--- config.mk ---
export PLATFORM = sky130hd
export DESIGN_NAME = puf_key_sequencer
export DESIGN_NICKNAME = d
export VERILOG_FILES = /design/src/rtl/puf_key_sequencer.sv
export SDC_FILE = /design/constraint.sdc
export NUM_CORES = 1
export LEC_CHECK = 0
export ABC_AREA = 1
export CELL_PAD_IN_SITES_DETAIL_PLACEMENT = 1
export CELL_PAD_IN_SITES_GLOBAL_PLACEMENT = 1
export CORE_MARGIN = 5
export CORE_UTILIZATION = 35
export DETAILED_ROUTE_END_ITERATION = 6
export PLACE_DENSITY_LB_ADDON = 0.1
export SLEW_MARGIN = 15
export SYNTH_ARGS = -nofsm -noshare
export SYNTH_HDL_FRONTEND = slang
export SYNTH_SLANG_ARGS = --single-unit
--- constraint.sdc ---
create_clock -name clk -period 5.8 [get_ports clk]
set_input_delay 0.58 -clock clk [delete_from_list [all_inputs] [get_ports clk]]
set_output_delay 0.58 -clock clk [all_outputs]
set_load 0.02 [all_outputs]
--- src/rtl/puf_key_sequencer.sv ---
// Drives a ring-oscillator PUF through repeated challenges, majority-votes the
// responses bit by bit and hands the assembled key to a consumer.
module puf_key_sequencer #(
    parameter int REPEATS  = 5,
    parameter int NUM_CHAL = 4,
    parameter int TIMEOUT  = 2097151
) (
    input  logic                  clk,
    input  logic                  rst_n,
    input  logic                  start,
    input  logic [5:0]            seed,
    output logic [7:0]            challenge,
    input  logic [7:0]            response,
    input  logic                  done,
    output logic [8*NUM_CHAL-1:0] key,
    output logic                  key_valid,
    input  logic                  key_ready,
    output logic                  busy,
    output logic                  error,
    output logic [2:0]            dbg_state
);

    localparam int TW = $clog2(TIMEOUT + 1);
    localparam logic [TW-1:0] T_LAST   = TW'(TIMEOUT - 1);
    localparam logic [3:0]    HALF     = 4'(REPEATS / 2);
    localparam logic [3:0]    REP_LAST = 4'(REPEATS - 1);
    localparam logic [4:0]    CHL_LAST = 5'(NUM_CHAL - 1);

    typedef enum logic [2:0] {
        S_IDLE      = 3'd0,
        S_LAUNCH    = 3'd1,
        S_WAIT_LOW  = 3'd2,
        S_WAIT_HIGH = 3'd3,
        S_SETTLE    = 3'd4,
        S_ACCUM     = 3'd5,
        S_PRESENT   = 3'd6
    } state_t;

    state_t        state;
    logic [5:0]    seed_q;
    logic [4:0]    chal_idx;
    logic [3:0]    rep;
    logic [3:0]    ones [7:1];
    logic [TW-1:0] tcnt;
    logic          settle_cnt;

    logic [5:0]    chal_low;
    logic [3:0]    ones_next [7:1];
    logic [7:0]    vote_byte;
    logic          unused_resp0;

    assign dbg_state    = state;
    assign chal_low     = seed_q + {1'b0, chal_idx};
    // Bit 0 of the response carries no entropy and is never voted.
    assign unused_resp0 = response[0];

    always_comb begin
        vote_byte = 8'h00;
        for (int b = 1; b <= 7; b++) begin
            ones_next[b] = ones[b] + {3'b000, response[b]};
            vote_byte[b] = (ones_next[b] > HALF);
        end
    end

    // Key handshake: key_valid is raised once the last byte is voted and key
    // holds still; the transfer happens on the first rising edge where
    // key_valid and key_ready are both high, after which key_valid drops.
    always_ff @(posedge clk or negedge rst_n) begin
        if (!rst_n) begin
            state      <= S_IDLE;
            seed_q     <= 6'd0;
            chal_idx   <= 5'd0;
            rep        <= 4'd0;
            tcnt       <= '0;
            settle_cnt <= 1'b0;
            challenge  <= 8'h00;
            key        <= '0;
            key_valid  <= 1'b0;
            busy       <= 1'b0;
            error      <= 1'b0;
            for (int b = 1; b <= 7; b++) ones[b] <= 4'd0;
        end else begin
            case (state)
                S_IDLE: begin
                    if (start) begin
                        seed_q   <= seed;
                        error    <= 1'b0;
                        chal_idx <= 5'd0;
                        rep      <= 4'd0;
                        busy     <= 1'b1;
                        state    <= S_LAUNCH;
                        for (int b = 1; b <= 7; b++) ones[b] <= 4'd0;
                    end
                end
                S_LAUNCH: begin
                    // Bit 7 forces the overall parity to flip, which is what
                    // tells the PUF a new measurement has been requested.
                    challenge <= {~(^challenge) ^ (^chal_low), 1'b0, chal_low};
                    tcnt      <= '0;
                    state     <= S_WAIT_LOW;
                end
                S_WAIT_LOW: begin
                    if (!done) begin
                        tcnt  <= '0;
                        state <= S_WAIT_HIGH;
                    end else if (tcnt == T_LAST) begin
                        error     <= 1'b1;
                        key_valid <= 1'b0;
                        busy      <= 1'b0;
                        state     <= S_IDLE;
                    end else begin
                        tcnt <= tcnt + 1'b1;
                    end
                end
                S_WAIT_HIGH: begin
                    if (done) begin
                        settle_cnt <= 1'b0;
                        state      <= S_SETTLE;
                    end else if (tcnt == T_LAST) begin
                        error     <= 1'b1;
                        key_valid <= 1'b0;
                        busy      <= 1'b0;
                        state     <= S_IDLE;
                    end else begin
                        tcnt <= tcnt + 1'b1;
                    end
                end
                S_SETTLE: begin
                    if (settle_cnt) state <= S_ACCUM;
                    else            settle_cnt <= 1'b1;
                end
                S_ACCUM: begin
                    if (rep != REP_LAST) begin
                        rep   <= rep + 4'd1;
                        state <= S_LAUNCH;
                        for (int b = 1; b <= 7; b++) ones[b] <= ones_next[b];
                    end else begin
                        for (int i = 0; i < NUM_CHAL; i++) begin
                            if (chal_idx == 5'(i)) key[8*i +: 8] <= vote_byte;
                        end
                        for (int b = 1; b <= 7; b++) ones[b] <= 4'd0;
                        rep      <= 4'd0;
                        chal_idx <= chal_idx + 5'd1;
                        if (chal_idx != CHL_LAST) begin
                            state <= S_LAUNCH;
                        end else begin
                            key_valid <= 1'b1;
                            state     <= S_PRESENT;
                        end
                    end
                end
                S_PRESENT: begin
                    if (key_ready) begin
                        key_valid <= 1'b0;
                        busy      <= 1'b0;
                        state     <= S_IDLE;
                    end
                end
                default: begin
                    busy  <= 1'b0;
                    state <= S_IDLE;
                end
            endcase
        end
    end

endmodule

==> results by group, run 1 <==
Status
  • Status: finished clean

Route
  • Via count: 4,963
  • DRC violations left: 0
  • First-iteration detailed-routing DRC count: 196
  • Routed Antenna Nets: 0
  • DR top layer: met5
  • Wire length on met3: 574 um
  • 1st-pass router iterations: 4
  • Routed Wire Length: 15.1 mm
  • Vias per inst: 4.94
  • Met2 wire length: 7.49 mm
  • WL met1: 6.81 mm
  • Routed wire length per instance: 15.0 um

Setup path
  • CP max-delay cell: nor3_4
  • Crit path kind: in -> reg
  • Arrival @ worst endpoint: 3160 ps
  • Reg-to-Reg Start: dbg_state[2]$_DFFE_PN0P_
  • FF-to-FF path depth: 9
  • Crit-path cells: clkdlybuf4s50_1 -> inv_1 -> nor2_2 -> nor3_4 -> nand2_1 -> clkinv_1 -> o21ai_1 -> o21ai_1 -> inv_1
  • Required time worst endpoint: 6050 ps
  • CP Max Fanout: 23
  • CP peak stage delay: 730 ps
  • CP Launch Point: done
  • CP Launch Type: input port
  • Setup crit end kind: flip-flop

Timing
  • Final hold slack: 307 ps
  • Slew margin rel.: 0.358
  • RSZ-0062 raised after global routing: false
  • Worst setup margin: 2890 ps
  • Final-report hold violation count: 0
  • Final period utilization: 0.501
  • Worst slew pin tran: 960 ps
  • FMAX: 0.344 GHz
  • Slew Limit Fails: 0
  • Final setup TNS: 0 ps
  • Minimum clock period: 2910 ps
  • Max Clock Skew: 9.90 ps
  • Setup violators final: 0

Yosys
  • Synth unique cells: 40
  • FF+latch count, synth: 106
  • Yosys warns: 0
  • EDFF count, synth: 0
  • Sequential area share after synthesis: 0.454
  • Post-synth ARST share: 1.00
  • Mapped cell area: 5850 sq um
  • Top FF cell, synth: dfrtp_1
  • Syn Inst Count: 727
  • Syn_area_per_cell: 8.04 sq um

Placed design
  • Dpl hpwl: 11.2 mm
  • Number of port buffers: 58
  • Pre-CTS WS: 2530 ps
  • Final GP Congestion: 0.798

Clock network
  • Clock sinks: 106
  • Setup bufs post-CTS: 0
  • Htree depth: 3
  • CTS tree: done
  • Post-CTS Resized: 0
  • Clk pin slew, worst setup/hold paths: 80 ps
  • Root Driver: clkbuf_16
  • Clk buf depth: 2
  • CTS Hold Bufs: 0
  • Clk_lat worst skew: 350 ps
  • Num CTS Buffers: 9

GRT
  • Initial antenna violation count: 1
  • Tot GR Track Use: 0.161
  • First-pass GRT wire length: 25.8 mm
  • Largest net degree at the start of global routing: 58
  • Number of global-route vias before repair: 5,257
  • Gr ovfl total: 0

Cells and area
  • Layout cells sized above 1: 0.0625
  • Multi-input gate area: 2770 sq um
  • Count of filler cells inserted in the layout: 2,001
  • Most frequent cells in the layout: nand2_1 (208), dfrtp_1 (106), inv_1 (67)
  • Fin util: 0.416
  • Most common cell after layout, fill and taps aside: nand2_1
  • Area growth from synthesis to layout: 17.3%
  • Area occupied by registers: 2650 sq um
  • ANT cells: 0
  • Final #Nets: 826

Floorplanning
  • Chip width: 139 um
  • Initial Util: 0.355
  • Core footprint: 16,500 sq um
  • Full die area: 19,400 sq um
  • Die Ht: 139 um
  • FP Rows: 47
  • I/O pins: 65

Pwr
  • Maximum vdd ir drop: 0.000194 V
  • Clock share of power: 0.236
  • Switch share: 0.406
  • Pwr/cell area: 361 nW/um^2
  • Logic pwr share: 0.383
  • Pwr Total: 2.47 mW
  • Leak pwr: 3.32 nW
  • Psw: 1.00 mW
  • Cell Int Power: 1.47 mW
  • Sequential share of power: 0.381

Worst hold path
  • Hold Crit Class: in -> async

Run
  • Max-Cap Viols: 0
layer usage:
layer  vias to the layer above  global-route usage
li1                       2474                   -
met1                      2420               0.199
met2                        55               0.280
met3                        12              0.0357
met4                         2              0.0499
met5                         -                   0
synthesized netlist by cell type, types with 2 or more instances:
cell type,number,area share
a21oi_1,23,0.020
a32o_1,14,0.024
buf_1,3,0.0019
buf_2,4,0.0034
buf_4,8,0.010
buf_6,3,0.0058
clkbuf_1,4,0.0026
clkinv_1,2,0.0013
dfrtp_1,106,0.45
ha_1,27,0.058
inv_1,67,0.043
inv_2,10,0.0064
nand2_1,208,0.13
nand2_2,3,0.0032
nand2_4,2,0.0039
nand3_1,61,0.052
nand3_2,3,0.0051
nand4_1,9,0.0096
nor2_1,49,0.031
nor2_2,5,0.0054
nor2_4,2,0.0039
nor3_1,6,0.0051
nor3_2,2,0.0034
o21ai_0,28,0.024
o21ai_1,44,0.038
o22ai_1,2,0.0021
or2_1,2,0.0021
xnor2_1,8,0.012
xor2_1,11,0.016
flip-flops by register name, summed over array words and instances (netlist names), 3 cells and up:
signal / count
challenge: 7
ones: 28
seed_q: 6
chal_idx: 5
rep: 4
tcnt: 21
key: 28
dbg_state: 3
power by group through the flow:
stage | clock network, mW | registers [mW] | logic (mW)
6_report | 0.585 | 0.943 | 0.947
5_1_grt | 0.642 | 0.959 | 1.09
2_1_floorplan | 0 | 0.995 | 0.614
4_1_cts | 0.611 | 0.945 | 0.967
3_5_place_dp | 0 | 0.959 | 0.964
3_3_place_gp | 0 | 0.952 | 0.930
critical path, delay by kind of cell:
kind            cells  cell delay (ps)
compound gates      2              160
buf+inv             4             1020
simple gates        3             1380
per-stage QoR:
stage / std cells / instance area (sq um)
2_1_floorplan: 731 / 5860
6_report: 1004 / 6860
3_3_place_gp: 988 / 6580
4_1_cts: 1004 / 6860
5_1_grt: 1004 / 6860
3_5_place_dp: 988 / 6580
area by class of cell:
| type | count | area share |
|---|---|---|
| clock inverter | 7 | 0.00730 |
| clock buffer | 9 | 0.0328 |
| multi-input combinational | 524 | 0.404 |
| sequential | 106 | 0.387 |
| tap | 220 | 0.0401 |
| inverter | 79 | 0.0432 |
| timing repair buffer | 59 | 0.0854 |
cell families after synthesis:
logic type,share of synthesized area
flops,0.454
buf+inv,0.0747
simple gates,0.268
other cells,0.000642
fa+ha+maj,0.0612
xor+xnor,0.0285
compound gates,0.113
worst paths after layout:
kind,to,slack (ps)
min in group clk,settle_cnt$_DFFE_PN0P_,490
max in group asynchronous,chal_idx[2]$_DFFE_PN0P_,4340
min reg2reg,settle_cnt$_DFFE_PN0P_,490
min,challenge[0]$_DFFE_PN0P_,310
max,tcnt[11]$_DFFE_PN0P_,2890
max reg2reg,tcnt[11]$_DFFE_PN0P_,2910
(Power assumes the default switching activity.)
==> run 2: changes to the inputs <==
- clock period: 5.8 -> 2.5 ns (I/O delays scaled with it)
==> run 2 against run 1 <==
Net effect: non-clock buffer count rose by 9; wire length is 0.40% lower; largest cell class unchanged; hold slack improved by 53 ps; sequential cell count did not move; register-to-register slack lost 2500 ps; largest power group unchanged; critical path depth is 3 higher; count of clock-buffer cells in the layout unchanged; first-iteration DRC count is 7.7% higher; clock power up 150%; clock skew shrank 5.1 ps.
==> results by group, run 2 (same netlist as run 1, synthesis figures left out) <==
Timing
  • Worst slew pin tran: 572 ps
  • Max Clock Skew: 4.76 ps
  • Slew Limit Fails: 0
  • Slew margin rel.: 0.618
  • RSZ-0062 raised after global routing: false
  • Final period utilization: 0.851
  • Final-report hold violation count: 0
  • Final setup TNS: 0 ps
  • Setup violators final: 0
  • Minimum clock period: 2130 ps
  • FMAX: 0.470 GHz

Setup path
  • Required time worst endpoint: 2750 ps
  • CP Launch Type: flip-flop
  • CP top delay family: simple AND/OR/NAND/NOR gates
  • CP max-delay cell: dfrtp_1
  • Most used cell along the critical path: inv_1
  • Crit-path cells: inv_1 -> ha_1 -> inv_1 -> nor3_2 -> nand2_1 -> nor2_2 -> nand2_2 -> nand2_2 -> nor2_1 -> or2_1 -> inv_1 -> nor2_1
  • CP Max Fanout: 14
  • Setup crit end kind: flip-flop
  • CP peak stage delay: 390 ps
  • Worst path bufs/invs: 3
  • Arrival @ worst endpoint: 2380 ps
  • Crit path kind: reg -> reg

Worst hold path
  • Hold Crit Class: in -> async

Floorplanning
  • I/O pins: 65
  • Full die area: 19,400 sq um
  • Initial Util: 0.355
  • Die Ht: 139 um
  • Core footprint: 16,500 sq um
  • FP Rows: 47
  • Chip width: 139 um

Clock network
  • Clk pin slew, worst setup/hold paths: 80 ps
  • Setup bufs post-CTS: 0
  • Post-CTS Resized: 0
  • CTS tree: done
  • Clk_lat worst skew: 350 ps
  • Root Driver: clkbuf_16
  • Htree depth: 3
  • Clock sinks: 106
  • CTS Hold Bufs: 1
  • Num CTS Buffers: 9
  • Clk buf depth: 2

Route
  • Routed wire length per instance: 14.8 um
  • Vias per inst: 4.89
  • DRC violations left: 0
  • Routed Antenna Nets: 0
  • Via count: 4,955
  • Routed Wire Length: 15.0 mm
  • First-iteration detailed-routing DRC count: 211
  • 1st-pass router iterations: 4

Cells and area
  • Layout cells sized above 1: 0.0719
  • Count of filler cells inserted in the layout: 2,001
  • Most common cell after layout, fill and taps aside: nand2_1
  • Most frequent cells in the layout: nand2_1 (208), dfrtp_1 (106), inv_1 (67)
  • Area growth from synthesis to layout: 19.3%
  • Multi-input gate area: 2770 sq um
  • ANT cells: 0
  • Area occupied by registers: 2650 sq um
  • Final #Nets: 835
  • Largest regs: key (28), ones (28), tcnt (21)

GRT
  • Initial antenna violation count: 0
  • Tot GR Track Use: 0.163
  • Gr ovfl total: 0
  • Number of global-route vias before repair: 5,430
  • Largest net degree at the start of global routing: 81
  • First-pass GRT wire length: 26.5 mm

Run
  • Max-Cap Viols: 0

Status
  • Status: finished clean

Pwr
  • Logic pwr share: 0.389
  • Psw: 2.41 mW
  • Sequential share of power: 0.368
  • Maximum vdd ir drop: 0.000415 V
  • Pwr Total: 5.92 mW
  • Leak pwr: 3.37 nW
  • Pwr/cell area: 849 nW/um^2
  • Clock share of power: 0.242
  • Cell Int Power: 3.51 mW
  • Switch share: 0.406

Placed design
  • Final GP Congestion: 0.806
  • Dpl hpwl: 11.2 mm
  • Number of port buffers: 58
[run 2: final timing paths]
path	from	end	slack, ps	depth (start not counted)
max in group asynchronous	rst_n	ones[2]$_DFFE_PN0P_	1370	3
min reg2reg	settle_cnt$_DFFE_PN0P_	settle_cnt$_DFFE_PN0P_	480	2
max	tcnt[0]$_DFFE_PN0P_	tcnt[6]$_DFFE_PN0P_	370	12
max reg2reg	tcnt[0]$_DFFE_PN0P_	tcnt[6]$_DFFE_PN0P_	370	12
min	rst_n	challenge[0]$_DFFE_PN0P_	360	2
min in group clk	seed[0]	seed_q[0]$_DFFE_PN0P_	430	3
[run 2: final cells by class]
type                            count  area share
Inverter                           79      0.0425
Sequential cell                   106       0.380
Timing Repair Buffer               68      0.0976
Clock buffer                        9      0.0323
Multi-Input combinational cell    524       0.398
Clock inverter                      7      0.0101
Tap cell                          220      0.0395
[run 2: power by group through the flow]
stage	sequential [mW]	combinational, mW	clock, mW
after floorplan	2.31	1.42	0
after global placement	2.20	2.25	0
after detailed placement	2.22	2.33	0
after CTS	2.18	2.35	1.49
after global routing	2.22	2.67	1.57
final	2.18	2.31	1.44
[run 2: through the flow]
| stage | hold slack [ps] | area [sq um] | std cells | util | setup slack, ps |
|---|---|---|---|---|---|
| 6_report | 360 | 6970 | 1013 | 0.423 | 371 |
| 5_1_grt | 408 | 6970 | 1013 | 0.423 | 86.9 |
| 3_5_place_dp | 200 | 6670 | 996 | 0.405 | 362 |
| 2_1_floorplan | -45.6 | 5860 | 731 | - | 585 |
| 3_3_place_gp | 206 | 6670 | 996 | 0.405 | 407 |
| 4_1_cts | 368 | 6970 | 1013 | 0.423 | 345 |
[run 2: layer usage]
layer	vias up	track usage	wire length, um
li1	2485	-	-
met1	2403	0.214	6960
met2	54	0.276	7390
met3	13	0.0395	529
met4	0	0.0371	142
met5	-	0	0
